`src/rtl/piso_tx_if.sv`:
```
// Parallel-in/serial-out handshake bundle: load/word toward the shifter, serial stream back.
// The master drives load and parallel_in. The slave returns ready and the serial outputs.
interface piso_tx_if #(
    parameter int WIDTH = 4
);
    logic             load;
    logic [WIDTH-1:0] parallel_in;
    logic             ready;
    logic             serial_out;
    logic             serial_valid;
    logic             done;

    modport master (
        output load,
        output parallel_in,
        input  ready,
        input  serial_out,
        input  serial_valid,
        input  done
    );

    modport slave (
        input  load,
        input  parallel_in,
        output ready,
        output serial_out,
        output serial_valid,
        output done
    );
endinterface

```
`src/rtl/piso_tx.sv`:
```
// Word serializer: first bit one cycle after accept, one bit per clock, all outputs registered.
// ready drops while a word is in flight and rises again in its final-bit cycle, so words can run back-to-back.
module piso_tx #(
    parameter int WIDTH     = 4,
    parameter bit MSB_FIRST = 1'b1
) (
    input  logic        clk,
    input  logic        rst,
    piso_tx_if.slave    bus
);
    localparam int CW = (WIDTH > 1) ? $clog2(WIDTH) : 1;
    localparam logic [CW-1:0] LAST_IDX = CW'(WIDTH - 1);

    typedef enum logic {
        IDLE  = 1'b0,
        SHIFT = 1'b1
    } state_t;

    state_t           state_q, state_d;
    logic [WIDTH-1:0] shreg_q, shreg_d;
    logic [CW-1:0]    cnt_q, cnt_d;
    logic             ready_q, ready_d;
    logic             sout_q, sout_d;
    logic             svld_q, svld_d;
    logic             done_q, done_d;

    logic             accept;
    logic             last_bit;
    logic [WIDTH-1:0] shreg_shifted;

    assign accept   = bus.load && ready_q;
    assign last_bit = (state_q == SHIFT) && (cnt_q == LAST_IDX);

    // The presented bit always sits at the outgoing end of the register.
    assign shreg_shifted = MSB_FIRST ? {shreg_q[WIDTH-2:0], 1'b0}
                                     : {1'b0, shreg_q[WIDTH-1:1]};

    always_comb begin
        state_d = state_q;
        shreg_d = shreg_q;
        cnt_d   = cnt_q;

        if (accept) begin
            state_d = SHIFT;
            shreg_d = bus.parallel_in;
            cnt_d   = '0;
        end else if (state_q == SHIFT) begin
            if (last_bit) begin
                state_d = IDLE;
                shreg_d = '0;
                cnt_d   = '0;
            end else begin
                shreg_d = shreg_shifted;
                cnt_d   = cnt_q + CW'(1);
            end
        end

        // Outputs are precomputed from the next state so they can be flopped.
        svld_d  = (state_d == SHIFT);
        sout_d  = svld_d && (MSB_FIRST ? shreg_d[WIDTH-1] : shreg_d[0]);
        done_d  = svld_d && (cnt_d == LAST_IDX);
        ready_d = !svld_d || (cnt_d == LAST_IDX);
    end

    always_ff @(posedge clk) begin
        if (rst) begin
            state_q <= IDLE;
            shreg_q <= '0;
            cnt_q   <= '0;
            ready_q <= 1'b1;
            sout_q  <= 1'b0;
            svld_q  <= 1'b0;
            done_q  <= 1'b0;
        end else begin
            state_q <= state_d;
            shreg_q <= shreg_d;
            cnt_q   <= cnt_d;
            ready_q <= ready_d;
            sout_q  <= sout_d;
            svld_q  <= svld_d;
            done_q  <= done_d;
        end
    end

    assign bus.ready        = ready_q;
    assign bus.serial_out   = sout_q;
    assign bus.serial_valid = svld_q;
    assign bus.done         = done_q;
endmodule

```
`src/flat_wrapper.sv`:
```
// flat-port wrapper written by rule: the top's interface ports become plain ports
module piso_tx_flat 
#(
    parameter int WIDTH     = 4,
    parameter bit MSB_FIRST = 1'b1
)
  (clk, rst, bus_load, bus_parallel_in, bus_ready, bus_serial_out, bus_serial_valid, bus_done);
  piso_tx_if #(.WIDTH(WIDTH)) bus_i ();
  input  logic clk;
  input  logic rst;
  input wire logic [$bits(bus_i.load)-1:0] bus_load;
  input wire logic [$bits(bus_i.parallel_in)-1:0] bus_parallel_in;
  output wire logic [$bits(bus_i.ready)-1:0] bus_ready;
  output wire logic [$bits(bus_i.serial_out)-1:0] bus_serial_out;
  output wire logic [$bits(bus_i.serial_valid)-1:0] bus_serial_valid;
  output wire logic [$bits(bus_i.done)-1:0] bus_done;
  assign bus_i.load = bus_load;
  assign bus_i.parallel_in = bus_parallel_in;
  assign bus_ready = bus_i.ready;
  assign bus_serial_out = bus_i.serial_out;
  assign bus_serial_valid = bus_i.serial_valid;
  assign bus_done = bus_i.done;
  piso_tx #(.WIDTH(WIDTH), .MSB_FIRST(MSB_FIRST)) u_core (.clk(clk), .rst(rst), .bus(bus_i));
endmodule
```
`config.mk`:
```
export PLATFORM = sky130hd
export DESIGN_NAME = piso_tx_flat
export DESIGN_NICKNAME = d
export VERILOG_FILES = /design/src/rtl/piso_tx_if.sv /design/src/rtl/piso_tx.sv /design/src/flat_wrapper.sv
export SDC_FILE = /design/constraint.sdc
export NUM_CORES = 1
export LEC_CHECK = 0
export ABC_AREA = 0
export CAP_MARGIN = 20
export CORE_AREA = 2 2 39 41
export DETAILED_ROUTE_END_ITERATION = 16
export DIE_AREA = 0 0 41 43
export SYNTH_ARGS = -nofsm -noshare
export SYNTH_HDL_FRONTEND = slang
export SYNTH_SLANG_ARGS = --single-unit
```
`constraint.sdc`:
```
create_clock -name clk -period 2.7 [get_ports clk]
set_clock_uncertainty 0.1 [all_clocks]
set_input_delay 0.54 -clock clk [delete_from_list [all_inputs] [get_ports clk]]
set_output_delay 0.54 -clock clk [all_outputs]
set_load 0.05 [all_outputs]
```
==> summary.txt <==
Clock tree
  – Number of buffers created by CTS: 3
  – Clock transition time at the flip-flop clock pins of the worst setup and hold paths: 0.06 ns
  – Max H-tree Level: 1
  – Number of gates resized after CTS: 0
  – Hold-fix buffers, CTS: 0
  – Root Driver: clkbuf_4
  – Post-CTS Setup Bufs: 0
  – TritonCTS clock tree: built
  – Count of clock tree sinks: 9
  – Maximum root-to-sink buffer count: 2
  – Clock latency on the worst-skew pair: 0.26 ns

Global route
  – Global-route total usage across every layer: 10.3%
  – Wire length of the first global-routing pass: 1.15 mm
  – Final global-route overflow total: 0
  – Number of antenna violations at the first check in global routing: 0
  – Largest net degree at the start of global routing: 10
  – Vias in the first global route: 277

Status
  – Result of the run: completed

STA
  – Slew of the pin with the lowest slew margin: 0.490 ns
  – Number of setup violations in the final report: 0
  – Minimum clock period after layout: 2.10 ns
  – Worst slew margin relative to its limit: 67.2%
  – Setup TNS: 0 ns
  – Number of endpoints with negative hold slack in the final report: 0
  – Final clock period utilization by the worst path: 77.6%
  – Setup repair after global routing missed its margin: no
  – Final Slew Violations: 0
  – FMAX: 477 MHz
  – Worst hold slack: 0.370 ns

Worst setup path
  – CP cell instances: clkdlybuf4s50_1
  – Setup Crit Path Kind: reg2out
  – Cell type group with the largest total delay on the critical path: buffers and inverters
  – Worst endpoint required time: 2.06 ns
  – Data arrival time of the worst path: 1.46 ns
  – Endpoint class of the critical path: output pin
  – Largest fanout on the critical path: 4
  – CP bufs+invs: 1
  – Reg-to-reg startpoint: u_core.cnt_q[0]
  – Critical Path Source: u_core.state_q
  – Nature of the critical path startpoint: flip-flop
  – Highest cell delay on the worst timing path: 0.82 ns
  – CP max-delay cell: clkdlybuf4s50_1

Die
  – Overall die height: 43 um
  – Horiz. Die Dim: 41 um
  – Placement row count: 14
  – Die Footprint: 1760 um^2
  – Top-level I/O count: 11
  – Area of the core: 1380 um^2
  – Initial Utilization: 26.5%

Route
  – DRC errors left: 0
  – Number of vias in the routed layout: 313
  – Router iterations before antenna repair: 4
  – Average routed wire per standard cell: 10.1 um
  – Via-per-instance ratio: 4.67
  – Final wirelength: 676 um
  – Number of violations reported at the end of detailed-routing iteration 0: 7
  – Number of nets still failing antenna checks after routing: 0

Place
  – GP Congestion: 0.675
  – # port buffers: 10
  – Sum of net half-perimeters after detailed placement: 477 um

Pwr
  – Standby leakage power: 0.186 nW
  – Pwr per Cell Area: 621 nW/um^2
  – Peak supply drop: 0.230 mV

Synth
  – Number of enable flip-flop cells after synthesis: 0
  – Top cells by area in the synthesized netlist: dfxtp_1 (49%), nand2_1 (5.1%), a221oi_1 (4.8%)
  – Sequential cell area fraction in the yosys report: 49.1%
  – Seq cells post-synth: 9
  – Cell area after synthesis: 367 um^2
  – Synthesized Nets: 47
  – Cell count after synthesis: 39
  – Mean instance size in the synthesized netlist: 9.40 um^2
  – Primary FF master, synth: dfxtp_1
  – Fraction of synthesized cell area taken by the top area cell type: 49.1%
  – Async set or reset register ratio after synthesis: 0%
  – Most instantiated cells after synthesis: dfxtp_1 (9), nand2_1 (5), nor2_1 (4)
  – Largest area contributor in the netlist: dfxtp_1
  – Count of unique library cells instantiated by Yosys: 18
  – Most numerous cell in the Yosys netlist: dfxtp_1
  – Synth Warn #: 0

Finish
  – Number of filler cells placed in the layout: 152
  – Share of cells above drive strength 1: 13.7%
  – Layout overhead on the synthesized area: 35.8%
  – Diodes inserted: 0
  – NumNets Final: 60

Hold path
  – Hold crit path type: reg2reg
  – Worst Min Path Start: u_core.shreg_q[0]

Job
  – Max Cap Violations: 0
## sequential cells by signal, indices dropped and copies added, names as in the netlist
| signal | count |
|---|---|
| u_core.shreg_q | 3 |
| u_core.state_q | 1 |
| u_core.bus.serial_out | 1 |
| u_core.bus.ready | 1 |
| u_core.cnt_q | 2 |
| u_core.bus.done | 1 |
## final timing paths
check / depth (start not counted) / slack, ns / endpoint
setup / recovery: 1 / 0.60 / bus_serial_valid
hold / removal: 2 / 0.37 / u_core.shreg_q[0]
setup reg to reg: 4 / 1.35 / u_core.shreg_q[1]
hold reg to reg: 2 / 0.37 / u_core.shreg_q[0]
## report_power, final
part           leakage [nW]  internal (W)  switching (W)
combinational        0.0974     0.0000263      0.0000321
sequential           0.0740      0.000142     0.00000601
clock                0.0150     0.0000569      0.0000465
## placed cells by master, fill, tap and decap left out
cell type,n
clkdlybuf4s50_1,10
dfxtp_1,9
nand2_1,5
nor2_1,4
nor3_1,3
clkbuf_4,3
inv_1,2
a221oi_1,2
nand3_1,2
a21oi_1,2
and2b_4,1
and2_4,1
xnor2_1,1
nor4_2,1
o21ai_1,1
a21o_1,1
a211oi_2,1
ha_1,1
clkbuf_1,1
## worst register-to-register path, stage by stage (launching register included)
cell      delay [ns]
dfxtp_1         0.40
ha_1            0.18
and2b_4         0.21
a221oi_1        0.26
nor3_1          0.08
## cells by family after synthesis
kind of cell	share of synthesized area (%)
buffers and inverters	6.14
AND/OR/NAND/NOR	24.6
XOR/XNOR	2.39
AO/OA/AOI/OAI	14.3
flip-flops	49.1
adder cells (fa/ha/maj)	3.41
## per-stage QoR
stage	instances	setup slack (ns)	util (%)	area, um^2	total power (W)
after floorplan	39	1.29	-	367	0.000191
after global placement	63	0.892	34.1	472	0.000209
after detailed placement	63	0.883	34.1	472	0.000209
after CTS	67	0.597	36.0	498	0.000315
after global routing	67	0.559	36.0	498	0.000330
final	67	0.604	36.0	498	0.000309
## layout make-up
cell class                      instances  area [um^2]  area share, %
Sequential cell                         9          180           36.2
Tap cell                               16         20.0           4.02
Timing Repair Buffer                   10          100           20.1
Inverter                                2         7.51           1.51
Clock buffer                            4         26.3           5.28
Multi-Input combinational cell         26          164           32.9
## layer usage
metal	track usage (%)	vias to the layer above	wire [um]
li1	-	159	-
met1	12.1	139	317
met2	12.8	13	273
met3	7.85	2	76
met4	6.00	0	9
met5	0	-	0
No activity file was read; power rests on OpenSTA's default activity.
